File: config.mk
export PLATFORM = sky130hd
export DESIGN_NAME = bus_interface_unit
export DESIGN_NICKNAME = d
export VERILOG_FILES = /design/src/rtl/bus_interface_unit.sv
export SDC_FILE = /design/constraint.sdc
export NUM_CORES = 1
export LEC_CHECK = 0
export ABC_AREA = 1
export ABC_CLOCK_PERIOD_IN_PS = 2000
export BUFFER_PORTS_ARGS = -buffer_cell sky130_fd_sc_hd__buf_2
export CAP_MARGIN = 15
export CORE_ASPECT_RATIO = 2
export CORE_MARGIN = 2
export CORE_UTILIZATION = 35
export DETAILED_ROUTE_END_ITERATION = 10
export GPL_ROUTABILITY_DRIVEN = 0
export PLACE_DENSITY = 0.63
export SYNTH_ARGS = -nofsm -noshare
export SYNTH_HDL_FRONTEND = slang
export SYNTH_SLANG_ARGS = --single-unit
File: constraint.sdc
create_clock -name clk -period 2 [get_ports clk]
set_clock_uncertainty 0.05 [all_clocks]
set_input_delay 0.1 -clock clk [delete_from_list [all_inputs] [get_ports clk]]
set_output_delay 0.1 -clock clk [all_outputs]
set_load 0.02 [all_outputs]
File: src/rtl/bus_interface_unit.sv
// bus_interface_unit
//
// Multiplexed external-bus sequencer. It takes one memory transaction at a
// time from the core and plays it out on a narrow pin bus in this order:
// address beats (MSB first), a control beat, and a data beat. The data beat
// supports wait states and has an optional timeout.
//
// Ports
//   clk, rst_n        clock; asynchronous active-low reset
//   req, we, addr,    transaction request; captured only while idle
//   wdata
//   ready_o           high only in IDLE
//   ack, err          one-cycle completion pulse; err marks a data-phase timeout
//   rdata             last byte read successfully (registered)
//   pin_addr          address beat to the pins
//   pin_data_out      control/write data to the pins
//   pin_data_in       read data from the pins
//   pin_oe            per-bit output enable, 1 = drive
//   pin_strobe        high during the data beat
//   pin_rdy           external ready; 0 inserts a wait state
//
// Handshake: a transaction is accepted on any rising edge where req=1 and
// ready_o=1. Otherwise req is ignored and is not queued. ack then pulses once
// for the accepted transaction. If reset occurs mid-transaction, the
// transaction is dropped and no ack is produced.
//
// Every output is a register. Each register is loaded with the value that
// decodes from the next state, so the pins change cleanly on clock edges.
// No input has a combinational path to any output.

module bus_interface_unit #(
  parameter int unsigned ADDR_W  = 16,
  parameter int unsigned PIN_W   = 8,
  parameter int unsigned TIMEOUT = 15
) (
  input  logic              clk,
  input  logic              rst_n,
  input  logic              req,
  input  logic              we,
  input  logic [ADDR_W-1:0] addr,
  input  logic [PIN_W-1:0]  wdata,
  output logic              ready_o,
  output logic              ack,
  output logic              err,
  output logic [PIN_W-1:0]  rdata,
  output logic [PIN_W-1:0]  pin_addr,
  output logic [PIN_W-1:0]  pin_data_out,
  input  logic [PIN_W-1:0]  pin_data_in,
  output logic [PIN_W-1:0]  pin_oe,
  output logic              pin_strobe,
  input  logic              pin_rdy
);

  localparam int unsigned NBEATS = ADDR_W / PIN_W;
  localparam int unsigned BEAT_W = $clog2(NBEATS + 1);
  localparam int unsigned WAIT_W = $clog2(TIMEOUT + 1) + 1;

  typedef enum logic [2:0] {
    S_IDLE = 3'd0,
    S_ADDR = 3'd1,
    S_CTRL = 3'd2,
    S_DATA = 3'd3,
    S_DONE = 3'd4
  } state_e;

  state_e              state_q, state_d;
  logic [BEAT_W-1:0]   beat_q, beat_d;
  logic [WAIT_W-1:0]   wait_q, wait_d;
  // The latched address is shifted left one beat per ADDR cycle. The beat
  // currently on the pins is therefore always the top PIN_W bits.
  logic [ADDR_W-1:0]   addr_sh_q, addr_sh_d;
  logic                we_q, we_d;
  logic [PIN_W-1:0]    wdata_q, wdata_d;
  logic                tout_q, tout_d;

  logic                ready_q, ready_d;
  logic                ack_q, ack_d;
  logic                err_q, err_d;
  logic [PIN_W-1:0]    rdata_q, rdata_d;
  logic [PIN_W-1:0]    pin_addr_q, pin_addr_d;
  logic [PIN_W-1:0]    pin_dout_q, pin_dout_d;
  logic [PIN_W-1:0]    pin_oe_q, pin_oe_d;
  logic                strobe_q, strobe_d;

  always_comb begin
    state_d   = state_q;
    beat_d    = beat_q;
    wait_d    = wait_q;
    addr_sh_d = addr_sh_q;
    we_d      = we_q;
    wdata_d   = wdata_q;
    tout_d    = tout_q;
    rdata_d   = rdata_q;

    case (state_q)
      S_IDLE: begin
        if (req) begin
          addr_sh_d = addr;
          we_d      = we;
          wdata_d   = wdata;
          beat_d    = '0;
          wait_d    = '0;
          tout_d    = 1'b0;
          state_d   = S_ADDR;
        end
      end
      S_ADDR: begin
        if (beat_q == BEAT_W'(NBEATS - 1)) begin
          state_d = S_CTRL;
        end else begin
          beat_d    = beat_q + BEAT_W'(1);
          addr_sh_d = addr_sh_q << PIN_W;
        end
      end
      S_CTRL: state_d = S_DATA;
      S_DATA: begin
        if (pin_rdy) begin
          state_d = S_DONE;
          if (!we_q) rdata_d = pin_data_in;
        end else if ((TIMEOUT != 0) && (wait_q == WAIT_W'(TIMEOUT))) begin
          // wait_q counts the earlier not-ready cycles, so this is the
          // (TIMEOUT+1)-th consecutive not-ready cycle.
          state_d = S_DONE;
          tout_d  = 1'b1;
        end else if (wait_q != '1) begin
          wait_d = wait_q + WAIT_W'(1);
        end
      end
      S_DONE:  state_d = S_IDLE;
      default: state_d = S_IDLE;
    endcase

    // Output registers take the decode of the state being entered.
    ready_d    = (state_d == S_IDLE);
    ack_d      = (state_d == S_DONE);
    err_d      = (state_d == S_DONE) && tout_d;
    strobe_d   = (state_d == S_DATA);
    pin_addr_d = (state_d == S_ADDR) ? addr_sh_d[ADDR_W-1 -: PIN_W] : '0;
    pin_oe_d   = '0;
    pin_dout_d = '0;
    if (state_d == S_CTRL) begin
      pin_oe_d      = '1;
      pin_dout_d[0] = ~we_d;
    end else if ((state_d == S_DATA) && we_d) begin
      pin_oe_d   = '1;
      pin_dout_d = wdata_d;
    end
  end

  always_ff @(posedge clk or negedge rst_n) begin
    if (!rst_n) begin
      state_q    <= S_IDLE;
      beat_q     <= '0;
      wait_q     <= '0;
      addr_sh_q  <= '0;
      we_q       <= 1'b0;
      wdata_q    <= '0;
      tout_q     <= 1'b0;
      ready_q    <= 1'b1;
      ack_q      <= 1'b0;
      err_q      <= 1'b0;
      rdata_q    <= '0;
      pin_addr_q <= '0;
      pin_dout_q <= '0;
      pin_oe_q   <= '0;
      strobe_q   <= 1'b0;
    end else begin
      state_q    <= state_d;
      beat_q     <= beat_d;
      wait_q     <= wait_d;
      addr_sh_q  <= addr_sh_d;
      we_q       <= we_d;
      wdata_q    <= wdata_d;
      tout_q     <= tout_d;
      ready_q    <= ready_d;
      ack_q      <= ack_d;
      err_q      <= err_d;
      rdata_q    <= rdata_d;
      pin_addr_q <= pin_addr_d;
      pin_dout_q <= pin_dout_d;
      pin_oe_q   <= pin_oe_d;
      strobe_q   <= strobe_d;
    end
  end

  assign ready_o      = ready_q;
  assign ack          = ack_q;
  assign err          = err_q;
  assign rdata        = rdata_q;
  assign pin_addr     = pin_addr_q;
  assign pin_data_out = pin_dout_q;
  assign pin_oe       = pin_oe_q;
  assign pin_strobe   = strobe_q;

endmodule

==> results of run 1 <==
sequential cells by signal, summed over array words and instances, names as in the netlist:
register and flops:
ready_o 1, addr_sh_q 8, err 1, ack 1, wait_q 5, we_q 1
pin_oe 1, pin_strobe 1, beat_q 2, rdata 8, tout_q 1, wdata_q 8
pin_data_out 8, pin_addr 8, state_q 3
power breakdown:
part	switching, uW	internal, uW
Combinational	1230	612
Clock	490	897
Sequential	185	1570
Total	1900	3080
kinds of logic after synthesis:
kind of cell / Yosys count / synth area share [%]
adder cells (fa/ha/maj): 4 / 1.97
AND/OR/NAND/NOR: 117 / 22.3
flip-flops: 57 / 56.3
AO/OA/AOI/OAI: 27 / 8.14
buffers and inverters: 54 / 11.3
worst register-to-register path, cell delays in order (launching register included):
cell and delay [ns]:
dfrtp_1 0.41, ha_1 0.23, nand2_1 0.08, nor2_1 0.06, ha_1 0.19, inv_1 0.05, nand2_1 0.08, a21oi_2 0.22
nand2_2 0.16, nor2_1 0.13
synthesized netlist by cell type:
| cell | count |
|---|---|
| a21oi_1 | 1 |
| a21oi_2 | 1 |
| buf_12 | 2 |
| buf_2 | 1 |
| buf_4 | 9 |
| buf_6 | 2 |
| dfrtp_1 | 56 |
| dfstp_2 | 1 |
| ha_1 | 4 |
| inv_1 | 35 |
| inv_2 | 5 |
| nand2_1 | 65 |
| nand2_2 | 3 |
| nand2_4 | 2 |
| nand2_8 | 1 |
| nand3_1 | 22 |
| nand3_2 | 1 |
| nand3_4 | 1 |
| nand4_1 | 2 |
| nor2_1 | 14 |
| nor2_2 | 2 |
| nor2_4 | 1 |
| nor2_8 | 1 |
| nor3b_1 | 1 |
| o21ai_1 | 7 |
| o21ai_2 | 18 |
| or2_0 | 1 |
metal layers:
layer  vias up  GRT usage [%]  share of wire [%]
li1       1004              -                  -
met1       931           14.6                 37
met2        57           25.6                 54
met3        12           3.07                5.3
met4         0           10.3                3.3
met5         -              0                  0
per-stage QoR:
stage	hold slack, ns	instances	utilization (%)	cell area, um^2
floorplan	-0.246	259	-	2530
global placement	0.0738	409	41.5	2900
detailed placement	0.0760	409	41.5	2900
CTS	0.0350	458	50.1	3510
global route	0.0954	458	50.1	3510
finish	0.0484	458	50.1	3510
how the worst min path moves through the flow:
stage,from,end,depth (start not counted)
finish,we,we_q$_DFF_PN0_,3
global route,we,we_q$_DFF_PN0_,3
CTS,we,we_q$_DFF_PN0_,3
detailed placement,rst_n,wait_q[3]$_DFFE_PN0P_,2
global placement,rst_n,rdata[2]$_DFFE_PN0P_,2
floorplan,rst_n,ack$_DFF_PN0_,0
cell type report:
| type | instances | area (um^2) | area share, % |
|---|---|---|---|
| clock buffer | 13 | 260 | 7.42 |
| tap | 90 | 113 | 3.21 |
| multi-input combinational | 148 | 822 | 23.4 |
| sequential | 57 | 1430 | 40.7 |
| clock inverter | 3 | 15.0 | 0.428 |
| timing repair buffer | 107 | 718 | 20.5 |
| inverter | 40 | 150 | 4.28 |
repair_timing:
item                      in CTS  in global routing
hold buffers                  33                  0
gates resized for setup        0                  0
hold endpoints to repair      88                  0
buffers inserted               0                  0
==> results.toml, run 1 <==
[outcome]
outcome = "finished, final reports clean"

[logic_synthesis]
syn_inst = 259
yosysWarningCount = 0
ys_types = 27
synth_top_area_share_pct = 55.3
syn_area_um2 = 2530
yosysSeqAreaShare_pct = 56.3
ys_seq_elements = 57
synth_nets = 300
postSynthAreaPerCell_um2 = 9.79
yosysTopAreaCell = "dfrtp_1"
synth_area_leaders = "dfrtp_1, nand2_1, o21ai_2"

[critical_path]
start_kind = "flip-flop"
crit_buf_inv = 1
r2r_end = "pin_data_out[7]$_DFF_PN0_"
cp-startpoint = "wait_q[0]$_DFFE_PN0P_"
crit_path_end_kind = "flip-flop"
crit_arrival_ns = 1.94
cp-endpoint = "pin_data_out[7]$_DFF_PN0_"
cp.required_ns = 2.19
r2r_start = "wait_q[0]$_DFFE_PN0P_"
reg2reg_slack_ns = 0.25
crit_chain = "ha_1 -> nand2_1 -> nor2_1 -> ha_1 -> inv_1 -> nand2_1 -> a21oi_2 -> nand2_2 -> nor2_1"
rr_worst_depth = 9
slowest_delay_ns = 0.41
slowest_stage = "dfrtp_1"
cp_max_fo = 8
worst-path-stages = 9
critPathKind = "reg2reg"
cp_top_family = "simple AND/OR/NAND/NOR gates"

[floorplan]
core-area_um2 = 6990
die_area_um2 = 7980
boundaryPins = 73
start_util_pct = 36.2
die_y_um = 124
die_w_um = 64.2
num_rows = 43

[route]
viasPerCell = 4.38
vias = 2004
first_iter_violations = 46
routed_wirelength_mm = 5.21
routedWlPerCell_um = 11.4
drc = 0
postRouteAntennaNets = 0
dr.pass1.iters = 4

[clocking]
cts.sink_count = 57
numCtsBuffers = 9
htree_levels = 3
cts_buffer_depth = 2
cts-root-buf = "clkbuf_16"
clk_pin_slew_ns = 0.05
cts_tree = "yes"
clk_latency_ns = 0.32

[timing]
fin_setup_tns_ns = 0
worst_slack_ns = 0.251
hold_viol_final = 0
worst_pin_slew_ns = 0.318
post-route-period-util_pct = 87.4
max_slew_margin_pct = 78.8
fin_crit_ns = 1.75
fmax_mhz = 572
rsz0062_at_grt = "false"
drv_slew = 0
setup_viol_count_final = 0

[placed_design]
pre_cts_ws_ns = 0.251
portBuffers = 72
dp_hpwl_mm = 3.51

[finish]
fillers = 670
fin_nets = 404
layout_common_cells = "buf_2, nand2_1, dfrtp_1"
n_antenna_cell = 0
final_common_cell = "buf_2"
syn2layout_area_growth_pct = 38.3
layout-drive-gt1-share_pct = 34.0

[global_route]
grt_pass1_wl_mm = 8.94
gr-total-overflow = 0
antenna_found_initial = 0
grt_use_total_pct = 14.5
grt_pass1_vias = 2043
grt_max_degree = 58

[power]
p_leak_uw = 0.00192
p_per_area_nw_per_um2 = 1420
totalPowerFinal_uw = 4990
peakVddDrop_uv = 669

[worst_hold_path]
min_path_type = "in2reg"

[run]
max_cap_violations = 0
Note: power is estimated with default switching activity, not from simulation.
==> run 2: changes to the inputs <==
--- a/config.mk
+++ b/config.mk
@@ -7,7 +7,7 @@
 export LEC_CHECK = 0
 export ABC_AREA = 1
 export ABC_CLOCK_PERIOD_IN_PS = 2000
-export BUFFER_PORTS_ARGS = -buffer_cell sky130_fd_sc_hd__buf_2
+export BUFFER_PORTS_ARGS = -buffer_cell sky130_fd_sc_hd__buf_4
 export CAP_MARGIN = 15
 export CORE_ASPECT_RATIO = 2
 export CORE_MARGIN = 2
==> run 2 against run 1 <==
  * Cell area grew 4.3%
  * Register-to-register slack better by 0.02 ns
  * Setup slack improved by 0.017 ns
  * Via count down 0.75%
  * Cell count fell by 0.22%
==> results.toml, run 2 (synthesis results as in run 1) <==
[outcome]
outcome = "finished, final reports clean"

[critical_path]
slowest_stage = "dfrtp_1"
crit_chain = "ha_1 -> nand2_1 -> nor2_1 -> ha_1 -> inv_1 -> nand2_1 -> inv_1 -> nand3_4 -> nand2_1 -> nand2_1 -> nand2_1"
crit_arrival_ns = 1.89
crit_path_end_kind = "flip-flop"
critPathKind = "reg2reg"
cp_max_fo = 7
cp.required_ns = 2.15
start_kind = "flip-flop"
slowest_delay_ns = 0.40
cpMostUsedCell = "nand2_1"

[clocking]
cts_resized = 0
cts-hold-fix-buffers = 33
clk_latency_ns = 0.32
cts_tree = "yes"
numCtsBuffers = 9
cts_buffer_depth = 2
htree_levels = 3
clk_pin_slew_ns = 0.05
cts.sink_count = 57
cts_setup_buffers = 0
cts-root-buf = "clkbuf_16"

[finish]
fin_nets = 403
n_antenna_cell = 0
fillers = 663
layout-drive-gt1-share_pct = 33.8
syn2layout_area_growth_pct = 44.3
layout_common_cells = "buf_4, nand2_1, dfrtp_1"
final_common_cell = "buf_4"
final_core_util_pct = 52.3
fin_cells = 457

[timing]
post-route-period-util_pct = 86.6
worst_slack_ns = 0.268
setup_viol_count_final = 0
hold_viol_final = 0
rsz0062_at_grt = "false"
fin_setup_tns_ns = 0
fmax_mhz = 577
hold-worst-slack_ns = 0.0473
worst_pin_slew_ns = 0.723
drv_slew = 0
max_slew_margin_pct = 51.8
fin_crit_ns = 1.73

[route]
routedWlPerCell_um = 12.0
m1WireLength_mm = 2.05
dr_wl_met2_mm = 3.04
top_layer = "met4"
wl_met3_um = 300
drc = 0
postRouteAntennaNets = 0
vias = 1989
dr.pass1.iters = 4
viasPerCell = 4.35
first_iter_violations = 77
routed_wirelength_mm = 5.50

[power]
peakVddDrop_uv = 635
p_per_area_nw_per_um2 = 1400
p_leak_uw = 0.00194

[global_route]
antenna_found_initial = 0
grt_max_degree = 58
gr-total-overflow = 0
grt_pass1_vias = 2128
grt_pass1_wl_mm = 9.42
grt_use_total_pct = 15.3

[floorplan]
die_area_um2 = 7980
core-area_um2 = 6990
die_y_um = 124
boundaryPins = 73
die_w_um = 64.2
num_rows = 43
start_util_pct = 36.2

[worst_hold_path]
min_path_type = "in2reg"

[run]
max_cap_violations = 0

[placed_design]
pre_cts_ws_ns = 0.249
portBuffers = 72
placed_cells = 408
dp_hpwl_mm = 3.68
run 2: cell types whose count changed in the layout (fill, tap and decap cells not counted), sizes merged:
cell    change
buf         -1
clkbuf      -1
clkinv      +1
run 2: worst max-delay path, delay by kind of cell (launching register included):
family	cells	cell delay, ns
adder cells (fa/ha/maj)	2	0.38
buffers and inverters	2	0.13
flip-flops	1	0.40
AND/OR/NAND/NOR	7	0.67
run 2: worst paths after layout:
check / end / depth (start not counted) / slack [ns] / startpoint
worst min-delay path: we_q$_DFF_PN0_ / 3 / 0.05 / we
max in group asynchronous: wait_q[2]$_DFFE_PN0P_ / 2 / 1.09 / rst_n
worst max-delay path: wait_q[2]$_DFFE_PN0P_ / 11 / 0.27 / wait_q[0]$_DFFE_PN0P_
worst min register to register: rdata[7]$_DFFE_PN0P_ / 2 / 0.42 / rdata[7]$_DFFE_PN0P_
worst max register to register: wait_q[2]$_DFFE_PN0P_ / 11 / 0.27 / wait_q[0]$_DFFE_PN0P_
min in group asynchronous: pin_addr[5]$_DFF_PN0_ / 2 / 0.32 / rst_n
run 2: where the power goes:
| group | internal, uW | total (uW) | switching, uW |
|---|---|---|---|
| sequential | 1570 | 1770 | 202 |
| combinational | 752 | 1990 | 1240 |
| clock | 860 | 1340 | 484 |
run 2: layout make-up:
| type | instances | area (um^2) | area share, % |
|---|---|---|---|
| clock buffer | 12 | 246 | 6.74 |
| clock inverter | 4 | 20.0 | 0.547 |
| inverter | 40 | 150 | 4.11 |
| multi-input combinational | 148 | 822 | 22.5 |
| sequential | 57 | 1430 | 39.0 |
| tap | 90 | 113 | 3.08 |
| timing repair buffer | 106 | 878 | 24.0 |
run 2: through the flow:
stage	cell area (um^2)	power, uW
finish	3660	5110
global route	3660	5480
CTS	3660	5200
detailed placement	3060	3760
global placement	3060	3720
floorplan	2530	3290
run 2: metal layers:
layer  track usage, %  vias up
met1             15.4      924
li1                 -     1001
met5                0        -
met3             5.24        7
met4             7.63        0
met2             27.1       57
